`src/rtl/mem_port_arbiter.sv`:
```
// mem_port_arbiter
// Shares the single unified instruction/data memory port between the CPU
// datapath (requester 0) and the DMA/program-loader port (requester 1).
// One access is in flight at a time: IDLE -> ACCESS -> [WAIT] -> DONE -> IDLE.
// All memory-side outputs, acks and read-data registers are registered.
module mem_port_arbiter #(
   parameter int AW       = 32,
   parameter int DW       = 32,
   parameter int RD_LAT   = 1,
   parameter int CPU_PRIO = 0
) (
   input  logic          clk,
   input  logic          rst,
   input  logic          cpu_req,
   input  logic          cpu_we,
   input  logic [AW-1:0] cpu_addr,
   input  logic [DW-1:0] cpu_wdata,
   output logic          cpu_ack,
   output logic [DW-1:0] cpu_rdata,
   output logic          cpu_stall,
   input  logic          dma_req,
   input  logic          dma_we,
   input  logic [AW-1:0] dma_addr,
   input  logic [DW-1:0] dma_wdata,
   output logic          dma_ack,
   output logic [DW-1:0] dma_rdata,
   output logic          mem_en,
   output logic          mem_we,
   output logic [AW-1:0] mem_addr,
   output logic [DW-1:0] mem_wdata,
   input  logic [DW-1:0] mem_rdata,
   output logic          busy
);

   localparam int CNT_W = $clog2(RD_LAT + 1);

   localparam logic OWN_CPU = 1'b0;
   localparam logic OWN_DMA = 1'b1;

   typedef enum logic [1:0] {
      ST_IDLE   = 2'd0,
      ST_ACCESS = 2'd1,
      ST_WAIT   = 2'd2,
      ST_DONE   = 2'd3
   } state_e;

   state_e           state_q, state_d;
   logic [CNT_W-1:0] cnt_q, cnt_d;
   logic             owner_q, owner_d;
   logic             last_grant_q, last_grant_d;
   logic             mem_en_q, mem_en_d;
   logic             mem_we_q, mem_we_d;
   logic [AW-1:0]    mem_addr_q, mem_addr_d;
   logic [DW-1:0]    mem_wdata_q, mem_wdata_d;
   logic             cpu_ack_q, cpu_ack_d;
   logic             dma_ack_q, dma_ack_d;
   logic [DW-1:0]    cpu_rdata_q, cpu_rdata_d;
   logic [DW-1:0]    dma_rdata_q, dma_rdata_d;
   logic             grant_dma_s;

   // Choose the winner among pending requests; only acted on in IDLE.
   always_comb begin
      grant_dma_s = 1'b0;
      if (cpu_req && dma_req) begin
         if (CPU_PRIO != 32'sd0) begin
            grant_dma_s = 1'b0;
         end else begin
            // Round-robin: the side that was not served last wins the tie.
            grant_dma_s = (last_grant_q == OWN_CPU);
         end
      end else begin
         grant_dma_s = dma_req;
      end
   end

   // Next-state and registered-output logic of the access sequencer.
   always_comb begin
      state_d      = state_q;
      cnt_d        = cnt_q;
      owner_d      = owner_q;
      last_grant_d = last_grant_q;
      mem_en_d     = 1'b0;
      mem_we_d     = mem_we_q;
      mem_addr_d   = mem_addr_q;
      mem_wdata_d  = mem_wdata_q;
      cpu_ack_d    = 1'b0;
      dma_ack_d    = 1'b0;
      cpu_rdata_d  = cpu_rdata_q;
      dma_rdata_d  = dma_rdata_q;

      case (state_q)
         ST_IDLE: begin
            if (cpu_req || dma_req) begin
               owner_d  = grant_dma_s;
               mem_en_d = 1'b1;
               if (grant_dma_s) begin
                  mem_we_d    = dma_we;
                  mem_addr_d  = dma_addr;
                  mem_wdata_d = dma_wdata;
               end else begin
                  mem_we_d    = cpu_we;
                  mem_addr_d  = cpu_addr;
                  mem_wdata_d = cpu_wdata;
               end
               state_d = ST_ACCESS;
            end else begin
               mem_we_d = 1'b0;
            end
         end
         ST_ACCESS: begin
            if (mem_we_q) begin
               // Writes complete without waiting on the memory.
               cpu_ack_d = (owner_q == OWN_CPU);
               dma_ack_d = (owner_q == OWN_DMA);
               state_d   = ST_DONE;
            end else begin
               cnt_d   = CNT_W'(RD_LAT);
               state_d = ST_WAIT;
            end
         end
         ST_WAIT: begin
            cnt_d = cnt_q - CNT_W'(1);
            if (cnt_q == CNT_W'(1)) begin
               // Last wait cycle: mem_rdata is valid now.
               if (owner_q == OWN_DMA) begin
                  dma_rdata_d = mem_rdata;
               end else begin
                  cpu_rdata_d = mem_rdata;
               end
               cpu_ack_d = (owner_q == OWN_CPU);
               dma_ack_d = (owner_q == OWN_DMA);
               state_d   = ST_DONE;
            end else begin
               state_d = ST_WAIT;
            end
         end
         ST_DONE: begin
            last_grant_d = owner_q;
            mem_we_d     = 1'b0;
            state_d      = ST_IDLE;
         end
         default: begin
            mem_we_d = 1'b0;
            state_d  = ST_IDLE;
         end
      endcase
   end

   // State and output registers; reset abandons any access in flight.
   always_ff @(posedge clk or negedge rst) begin
      if (!rst) begin
         state_q      <= ST_IDLE;
         cnt_q        <= '0;
         owner_q      <= OWN_CPU;
         last_grant_q <= OWN_DMA;
         mem_en_q     <= 1'b0;
         mem_we_q     <= 1'b0;
         mem_addr_q   <= '0;
         mem_wdata_q  <= '0;
         cpu_ack_q    <= 1'b0;
         dma_ack_q    <= 1'b0;
         cpu_rdata_q  <= '0;
         dma_rdata_q  <= '0;
      end else begin
         state_q      <= state_d;
         cnt_q        <= cnt_d;
         owner_q      <= owner_d;
         last_grant_q <= last_grant_d;
         mem_en_q     <= mem_en_d;
         mem_we_q     <= mem_we_d;
         mem_addr_q   <= mem_addr_d;
         mem_wdata_q  <= mem_wdata_d;
         cpu_ack_q    <= cpu_ack_d;
         dma_ack_q    <= dma_ack_d;
         cpu_rdata_q  <= cpu_rdata_d;
         dma_rdata_q  <= dma_rdata_d;
      end
   end

   assign mem_en    = mem_en_q;
   assign mem_we    = mem_we_q;
   assign mem_addr  = mem_addr_q;
   assign mem_wdata = mem_wdata_q;
   assign cpu_ack   = cpu_ack_q;
   assign dma_ack   = dma_ack_q;
   assign cpu_rdata = cpu_rdata_q;
   assign dma_rdata = dma_rdata_q;
   assign busy      = (state_q != ST_IDLE);
   assign cpu_stall = cpu_req & ~cpu_ack_q;

endmodule

```
`config.mk`:
```
export PLATFORM = sky130hd
export DESIGN_NAME = mem_port_arbiter
export DESIGN_NICKNAME = d
export VERILOG_FILES = /design/src/rtl/mem_port_arbiter.sv
export SDC_FILE = /design/constraint.sdc
export NUM_CORES = 1
export LEC_CHECK = 0
export CAP_MARGIN = 20
export CORE_AREA = 4 4 115 139
export DETAILED_ROUTE_END_ITERATION = 10
export DIE_AREA = 0 0 119 143
export PLACE_DENSITY = 0.84
export SLEW_MARGIN = 30
export SYNTH_ARGS = -nofsm -noshare
export SYNTH_HDL_FRONTEND = slang
export SYNTH_SLANG_ARGS = --single-unit
```
`constraint.sdc`:
```
create_clock -name clk -period 4.75 [get_ports clk]
set_clock_uncertainty 0.15 [all_clocks]
set_input_delay 1.1875 -clock clk [delete_from_list [all_inputs] [get_ports clk]]
set_output_delay 1.1875 -clock clk [all_outputs]
set_load 0.01 [all_outputs]
```
==> metrics.yaml, run 1 <==
die:
  io_pins: 300
  start_util: 0.436
  die_area_mm2: 0.0170
  core_area_mm2: 0.0148
  fp.dieH_um: 143
  die_width_um: 119
  row_count: 49
routing:
  drc: 0
  wl_per_cell_um: 17.5
  drtIter0Drc: 274
  viasPerCell: 4.90
  vias: 5074
  ant_nets: 0
  dr.pass1.iters: 4
  routed_wl_um: 18100
logic_synthesis:
  ys_warn_count: 0
  syn_nets: 697
  avgSynthCellArea_um2: 12.2
  syn_inst: 527
  yosys_register_bits: 137
  syn-cell-area_mm2: 0.00645
  seq_area_frac_synth: 0.532
  ys_types: 25
critical_path:
  crit_path_end_kind: "output pin"
  reg2reg_from: "state_q[0]"
  worstPathRequired_ns: 3.41
  r2r_setup_slack_ns: 2.40
  crit_start: "cpu_req"
  crit_fanout: 6
  path_class: "input pin to output pin"
  cp.arrival_ns: 2.61
  cp-start-kind: "input pin"
  r2r-end: "mem_addr[20]"
  r2r_cells: 7
clock_network:
  post_cts.repair.setup_buffers: 0
  clk_pin_slew_worst_paths_ns: 0.06
  numCtsBuffers: 17
  cts_hold_buf: 0
  root_buffer: "clkbuf_16"
  clock_path_buffers: 2
  cts_sinks: 137
  cts_tree: "yes"
  htree_levels: 4
  cts_resized: 0
  clock_latency_ns: 0.41
placed_design:
  routabilityCongestion: 0.779
  place_ws_ns: 0.826
  port_buffers: 299
  dp_hpwl_um: 12900
  dpl-instance-area_mm2: 0.00947
job:
  cap_violations: 0
sta:
  tns_ns: 0
  fmax_mhz: 253
  worst_slack_ns: 0.800
  setup_viol: 0
  rsz0062_at_grt: "no"
  period_needed_ns: 3.95
  finalCritPeriodShare: 0.832
  drv_slew: 0
  slew_headroom: 0.366
  tightest_slew_ns: 0.950
  finalHoldViolCount: 0
grt:
  grt_max_degree: 106
  grtUsageTotal: 0.213
  antenna_found_initial: 0
  grt-ovfl-total: 0
  grt_pass1_vias: 5088
  grt_pass1_wl_um: 28200
power:
  p_sw_frac: 0.330
  pwr-share-seq: 0.301
  power_frac_clock: 0.207
  p_leak_nw: 4.32
  vdd.ir_drop.worst_uv: 265
  power_density_mw_per_mm2: 698
  comb_power_share: 0.492
  switching_power_w: 0.00234
  p_int_w: 0.00474
layout:
  diodes: 0
  fin_area_mm2: 0.0101
  synthToLayoutAreaGrowth_pct: 57.3
  layout.nets: 989
  drive_above_1_share: 0.260
hold_path:
  worstHoldStart: "dma_rdata[5]"
  holdPathEnd: "dma_rdata[5]"
  hold_depth: 1
  min_path_type: "flip-flop to flip-flop"
outcome:
  status: "finished, final reports clean"
[power by group through the flow]
stage	Combinational (W)	Sequential [W]	Clock, W
6_report	0.00348	0.00213	0.00147
5_1_grt	0.00373	0.00221	0.00155
4_1_cts	0.00353	0.00213	0.00150
3_5_place_dp	0.00351	0.00214	0
3_3_place_gp	0.00345	0.00210	0
2_1_floorplan	0.00166	0.00237	0
[cell families after synthesis]
kind of cell / Yosys count / share of synthesized area
and+or+nand+nor: 142 / 0.0877
muxes: 68 / 0.154
buffers and inverters: 39 / 0.0510
adders and majority gates: 4 / 0.00776
DFF: 137 / 0.532
AOI/OAI and AO/OA: 137 / 0.168
[registers in the layout, indices dropped and copies added (netlist names)]
| signal | flops |
|---|---|
| cnt_q | 1 |
| cpu_ack | 1 |
| cpu_rdata | 32 |
| dma_ack | 1 |
| dma_rdata | 32 |
| last_grant_q | 1 |
| mem_addr | 32 |
| mem_en | 1 |
| mem_wdata | 32 |
| mem_we | 1 |
| owner_q | 1 |
| state_q | 2 |
[placed cells by master (no fill, tap or decap), drive strengths merged]
cell,Yosys,routed
a21bo,1,1
clkinvlp,0,2
clkinv,0,3
o21ai,1,1
dfstp,1,1
a21boi,1,1
o22ai,1,1
a32oi,1,1
nor2b,1,1
ha,4,4
a31oi,1,1
dfrtp,136,136
buf,33,8
bufinv,0,5
nand3,2,2
nand2,70,70
inv,5,6
clkdlybuf4s50,0,298
clkbuf,1,21
mux2,68,68
a21oi,131,131
nor2,68,68
nand2b,1,1
[worst max-delay path by stage]
stage | slack [ns] | to | cells after the start
2_1_floorplan | 2.03 | cpu_stall | 1
3_3_place_gp | 0.86 | cpu_stall | 3
3_5_place_dp | 0.83 | cpu_stall | 3
4_1_cts | 0.82 | cpu_stall | 3
5_1_grt | 0.76 | cpu_stall | 3
6_report | 0.80 | cpu_stall | 3
[critical path, cell delays in order]
cell             delay, ns
clkdlybuf4s50_1       0.66
nor2b_1               0.20
clkdlybuf4s50_1       0.56
[metrics by stage]
stage,hold WS [ns],utilization,std cells,power (W)
after detailed placement,0.342,0.641,1004,0.00564
after global placement,0.336,0.641,1004,0.00555
final,0.358,0.686,1035,0.00708
after global routing,0.376,0.686,1035,0.00748
after floorplan,0.356,-,527,0.00403
after CTS,0.359,0.686,1035,0.00716
[per-layer routing]
layer  routed length (um)  vias up  part of all wire  global-route usage
li1                     -     2374                 -                   -
met1                 7170     2458              0.40               0.250
met2                 9210      212              0.51               0.363
met3                 1310       30             0.072              0.0697
met4                  427        0             0.024              0.0842
met5                    0        -                 0                   0
[final cells by class]
type | instances | area, um^2
Clock inverter | 11 | 193
Clock buffer | 20 | 467
Timing Repair Buffer | 307 | 3070
Sequential cell | 137 | 3430
Tap cell | 204 | 255
Inverter | 5 | 18.8
Fill cell | 1038 | 4640
Multi-Input combinational cell | 351 | 2700
[synthesized netlist by cell type (all sizes together)]
library cell | instances | area (um^2)
nand2 | 70 | 263
ha | 4 | 50.1
nor2 | 68 | 255
dfstp | 1 | 26.3
mux2 | 68 | 991
o21ai | 1 | 8.76
nand3 | 2 | 35.0
buf | 33 | 307
a21boi | 1 | 11.3
nor2b | 1 | 6.26
o22ai | 1 | 6.26
a32oi | 1 | 8.76
a21bo | 1 | 10.0
inv | 5 | 18.8
nand2b | 1 | 6.26
a31oi | 1 | 6.26
dfrtp | 136 | 3400
a21oi | 131 | 1030
clkbuf | 1 | 3.75
Note: power is estimated with default switching activity, not from simulation.
==> inputs of run 2 (changes only) <==
--- a/config.mk
+++ b/config.mk
@@ -6,10 +6,10 @@
 export NUM_CORES = 1
 export LEC_CHECK = 0
 export CAP_MARGIN = 20
-export CORE_AREA = 4 4 115 139
+export CORE_AREA = 4 4 119 143
 export DETAILED_ROUTE_END_ITERATION = 10
-export DIE_AREA = 0 0 119 143
-export PLACE_DENSITY = 0.84
+export DIE_AREA = 0 0 123 147
+export PLACE_DENSITY = 0.79
 export SLEW_MARGIN = 30
 export SYNTH_ARGS = -nofsm -noshare
 export SYNTH_HDL_FRONTEND = slang
==> constraint.sdc (replaced) <==
create_clock -name clk -period 3.8 [get_ports clk]
set_clock_uncertainty 0.15 [all_clocks]
set_input_delay 0.95 -clock clk [delete_from_list [all_inputs] [get_ports clk]]
set_output_delay 0.95 -clock clk [all_outputs]
set_load 0.01 [all_outputs]
==> run 2 against run 1 <==
Compared with the run above: die area increased by 6.3%; count of clock-buffer cells in the layout unchanged; hold slack lost 0.053 ns; critical path depth unchanged; final cell count grew 0.39%; combinational power increased by 26%; worst setup slack worse by 0.19 ns; largest power group unchanged; highest routed layer is now met5.
==> metrics.yaml, run 2 (synthesis gave the netlist of run 1 again) <==
outcome:
  status: "finished, final reports clean"
routing:
  viasPerCell: 4.95  # +1.0%
  vias: 5145  # +1.4%
  routed_wl_um: 19000  # +5.1%
  wl_per_cell_um: 18.3  # +4.7%
  drt-met1-wl_um: 7010  # -2.2%
  routed.top_layer: "met5"
  drtIter0Drc: 179  # -35%
  wl_met3_um: 1680  # +28%
  route.met2.wl_um: 9800  # +6.4%
  dr.pass1.iters: 5  # +1
  drc: 0  # unchanged
  ant_nets: 0  # unchanged
clock_network:
  clock_latency_ns: 0.40  # about the same
  clock_path_buffers: 2  # unchanged
  numCtsBuffers: 17  # unchanged
  cts_resized: 0  # unchanged
  post_cts.repair.setup_buffers: 0  # unchanged
  clk_pin_slew_worst_paths_ns: 0.06  # about the same
  cts_hold_buf: 0  # unchanged
  cts_tree: "yes"
  root_buffer: "clkbuf_16"
  cts_sinks: 137  # unchanged
  htree_levels: 4  # unchanged
die:
  start_util: 0.414  # -0.0225
  die_area_mm2: 0.0181  # +6.3%
  core_area_mm2: 0.0156  # +5.4%
  row_count: 50  # +2.0%
  die_width_um: 123  # +3.4%
  fp.dieH_um: 147  # +2.8%
  io_pins: 300  # unchanged
power:
  power_density_mw_per_mm2: 870  # +25%
  p_leak_nw: 4.32  # about the same
  vdd.ir_drop.worst_uv: 377  # +42%
sta:
  fmax_mhz: 314
  slew_headroom: 0.542  # +0.176
  period_needed_ns: 3.19
  rsz0062_at_grt: "no"
  finalHoldViolCount: 0  # unchanged
  worst_slack_ns: 0.611  # -0.188 ns
  tns_ns: 0  # unchanged
  tightest_slew_ns: 0.687  # -0.263 ns
  finalCritPeriodShare: 0.839
  setup_viol: 0  # unchanged
  drv_slew: 0  # unchanged
layout:
  synthToLayoutAreaGrowth_pct: 57.7
  multiInputGateArea_mm2: 0.00270  # unchanged
  regArea_mm2: 0.00343  # unchanged
  diodes: 0  # unchanged
  layout_common_cells: "clkdlybuf4s50_1, dfrtp_1, a21oi_2, nand2_1, nor2_1"
  drive_above_1_share: 0.259  # -0.00120
  layout.nets: 988  # -0.10%
  fillers: 1151  # +11%
  final_common_cell: "clkdlybuf4s50_1"
grt:
  grtUsageTotal: 0.207  # -0.00548
  antenna_found_initial: 1  # +1
  grt_max_degree: 69  # -35%
  grt-ovfl-total: 0  # unchanged
  grt_pass1_wl_um: 29200  # +3.7%
  grt_pass1_vias: 5617  # +10%
critical_path:
  cp.arrival_ns: 2.09  # -0.52 ns
  crit_fanout: 2  # -4
  cp-start-kind: "input pin"
  worstPathRequired_ns: 2.70  # -0.71 ns
  path_class: "input pin to output pin"
  crit_path_end_kind: "output pin"
placed_design:
  routabilityCongestion: 0.769  # -1.2%
  port_buffers: 299  # unchanged
  dp_hpwl_um: 13600  # +5.6%
  place_ws_ns: 0.611  # -0.215 ns
job:
  cap_violations: 0  # unchanged
hold_path:
  min_path_type: "input pin to asynchronous set/reset pin"
[run 2: power by group]
group	internal, W	leakage, nW	switching, W	total (W)
Combinational	0.00251	2.45	0.00188	0.00438
Clock	0.00114	0.308	0.000642	0.00179
Sequential	0.00222	1.57	0.000458	0.00268
[run 2: through the flow]
step / util / hold slack (ns) / power, W / area, um^2 / cells
floorplan: - / 0.356 / 0.00504 / 6450 / 527
global placement: 0.611 / 0.340 / 0.00696 / 9520 / 1007
detailed placement: 0.611 / 0.343 / 0.00709 / 9520 / 1007
CTS: 0.653 / 0.299 / 0.00895 / 10200 / 1039
global route: 0.653 / 0.310 / 0.00935 / 10200 / 1039
finish: 0.653 / 0.305 / 0.00885 / 10200 / 1039
[run 2: critical path, stage by stage]
cell and delay, ns:
clkdlybuf4s50_1 0.47, nor2b_1 0.13, clkdlybuf4s50_1 0.54
[run 2: layout make-up]
| type | instances | area share |
|---|---|---|
| repair buffers | 306 | 0.306 |
| well taps | 208 | 0.0256 |
| clock inverters | 12 | 0.0185 |
| multi-input cells | 351 | 0.266 |
| inverters | 5 | 0.00185 |
| flip-flops and latches | 137 | 0.337 |
| clock buffers | 20 | 0.0449 |
[run 2: per-layer routing]
layer  vias to the layer above  GRT usage
met4                         2     0.0831
met2                       225      0.365
met5                         -          0
li1                       2361          -
met3                        40     0.0755
met1                      2517      0.223
[run 2: worst paths after layout]
path,from,end,slack (ns),cells past startpoint
hold / removal,rst,dma_rdata[21],0.31,1
setup / recovery,cpu_req,cpu_stall,0.61,3
min in group clk,cpu_rdata[15],cpu_rdata[15],0.36,1
max in group asynchronous,rst,mem_wdata[1],2.46,2
hold reg to reg,cpu_rdata[15],cpu_rdata[15],0.36,1
setup reg to reg,state_q[0],cpu_rdata[6],1.59,4
==> inputs of run 3 (changes only) <==
==> constraint.sdc (replaced) <==
create_clock -name clk -period 3.3 [get_ports clk]
set_clock_uncertainty 0.15 [all_clocks]
set_input_delay 0.825 -clock clk [delete_from_list [all_inputs] [get_ports clk]]
set_output_delay 0.825 -clock clk [all_outputs]
set_load 0.01 [all_outputs]
==> run 3 against run 2 <==
Compared with the run above: combinational power up 15%; worst setup slack worse by 0.27 ns; final cell count up 0.38%; sequential cell count unchanged; global-route usage up 0.87 points; core utilization down 0.15 points; largest cell class unchanged.
==> metrics.yaml, run 3 (synthesis gave the netlist of run 1 again) <==
placed_design:
  routabilityCongestion: 0.757  # -1.5%
  dp_hpwl_um: 14400  # +5.6%
  dpl-instance-area_mm2: 0.00951  # about the same
  place_ws_ns: 0.328  # -0.283 ns
  port_buffers: 299  # unchanged
routing:
  ant_nets: 0  # unchanged
  wl_met3_um: 1560  # -7.4%
  routed.top_layer: "met5"
  wl_per_cell_um: 18.8  # +2.3%
  viasPerCell: 4.96  # +0.22%
  dr.pass1.iters: 4  # -1
  drtIter0Drc: 269  # +50%
  drt-met1-wl_um: 7100  # +1.4%
  vias: 5176  # +0.60%
  drc: 0  # unchanged
  routed_wl_um: 19600  # +2.7%
  route.met2.wl_um: 10200  # +4.5%
power:
  p_sw_frac: 0.338  # +0.000876
  p_leak_nw: 4.33  # about the same
  switching_power_w: 0.00343  # +15%
  power_frac_clock: 0.199  # -0.003
  comb_power_share: 0.497  # +0.002
  p_int_w: 0.00673  # +15%
  vdd.ir_drop.worst_uv: 386  # +2.5%
  pwr-share-seq: 0.305  # +0.002
  power_density_mw_per_mm2: 1000  # +15%
clock_network:
  htree_levels: 4  # unchanged
  clock_path_buffers: 2  # unchanged
  cts_sinks: 137  # unchanged
  root_buffer: "clkbuf_16"
  clock_latency_ns: 0.41  # about the same
  cts_hold_buf: 0  # unchanged
  cts_resized: 0  # unchanged
  post_cts.repair.setup_buffers: 0  # unchanged
  numCtsBuffers: 17  # unchanged
  clk_pin_slew_worst_paths_ns: 0.06  # about the same
  cts_tree: "yes"
sta:
  period_needed_ns: 2.96
  worst_slack_ns: 0.339  # -0.272 ns
  rsz0062_at_grt: "no"
  finalCritPeriodShare: 0.897
  slew_headroom: 0.547  # +0.00496
  tns_ns: 0  # unchanged
  tightest_slew_ns: 0.680  # -0.00743 ns
  finalHoldViolCount: 0  # unchanged
  setup_viol: 0  # unchanged
  drv_slew: 0  # unchanged
  fmax_mhz: 338
die:
  core_area_mm2: 0.0156  # unchanged
  start_util: 0.414  # unchanged
  fp.dieH_um: 147  # unchanged
  die_area_mm2: 0.0181  # unchanged
  die_width_um: 123  # unchanged
  row_count: 50  # unchanged
  io_pins: 300  # unchanged
hold_path:
  min_path_type: "input pin to asynchronous set/reset pin"
critical_path:
  worstPathRequired_ns: 2.32  # -0.38 ns
  critPathTopFamily: "buffers and inverters"
  critical_path_depth: 3  # unchanged
  path_common_cell: "clkdlybuf4s50_1"
  path_class: "input pin to output pin"
  cp_num_buf_inv: 2  # unchanged
  r2r_cells: 4  # unchanged
  crit_fanout: 2  # unchanged
  worst_path_largest_cell_delay_ns: 0.54  # about the same
  cp-start-kind: "input pin"
  cp_cell_sequence: "clkdlybuf4s50_1 -> nor2b_1 -> clkdlybuf4s50_1"
  cp.arrival_ns: 1.99  # -0.10 ns
  critPathSlowestCell: "clkdlybuf4s50_1"
  crit_path_end_kind: "output pin"
layout:
  multiInputGateArea_mm2: 0.00270  # unchanged
  drive_above_1_share: 0.261  # +0.00235
  layout.nets: 992  # +0.40%
  final_core_utilization: 0.651  # -0.00153
  synthToLayoutAreaGrowth_pct: 57.3
  final_common_cell: "clkdlybuf4s50_1"
  layout_common_cells: "clkdlybuf4s50_1, dfrtp_1, a21oi_2, nand2_1, nor2_1"
  fin_area_mm2: 0.0101  # -0.23%
  regArea_mm2: 0.00343  # unchanged
  fillers: 1174  # +2.0%
  diodes: 0  # unchanged
grt:
  grt-ovfl-total: 0  # unchanged
  grtUsageTotal: 0.216  # +0.00874
  grt_pass1_vias: 5730  # +2.0%
  antenna_found_initial: 1  # unchanged
  grt_max_degree: 59  # -14%
  grt_pass1_wl_um: 30400  # +4.1%
job:
  cap_violations: 0  # unchanged
outcome:
  status: "finished, final reports clean"
-- run 3: cell count changes in the layout (fill, tap and decap cells not counted), sizes merged --
cell / change
clkbuf: +1
buf: +4
inv: -1
-- run 3: routing by layer --
layer | vias up | global-route usage
li1 | 2369 | -
met1 | 2518 | 0.238
met2 | 237 | 0.380
met3 | 50 | 0.0697
met4 | 2 | 0.0898
met5 | - | 0
-- run 3: area by class of cell --
class	instances	area share
clock buffer	21	0.0454
clock inverter	11	0.0165
inverter	5	0.00185
multi-input combinational	351	0.267
sequential	137	0.338
tap	208	0.0257
timing repair buffer	310	0.306
-- run 3: power groups by stage --
stage	logic, W	clock network [W]	registers (W)
global placement	0.00497	0	0.00303
finish	0.00505	0.00202	0.00310
global route	0.00541	0.00214	0.00319
floorplan	0.00239	0	0.00341
CTS	0.00511	0.00207	0.00310
detailed placement	0.00506	0	0.00310
-- run 3: worst paths after layout --
kind | endpoint | start | slack [ns]
max | cpu_stall | cpu_req | 0.34
min | cpu_rdata[23] | rst | 0.21
max reg2reg | dma_rdata[8] | state_q[0] | 1.09
min reg2reg | cpu_rdata[29] | cpu_rdata[29] | 0.36
max in group asynchronous | mem_addr[20] | rst | 2.02
min in group clk | cpu_rdata[29] | cpu_rdata[29] | 0.36
-- run 3: metrics by stage --
step | hold slack (ns) | cells | total power, W
after floorplan | 0.356 | 527 | 0.00580
after global placement | 0.340 | 1011 | 0.00799
after detailed placement | 0.344 | 1011 | 0.00817
after CTS | 0.209 | 1043 | 0.0103
after global routing | 0.222 | 1043 | 0.0107
final | 0.206 | 1043 | 0.0102
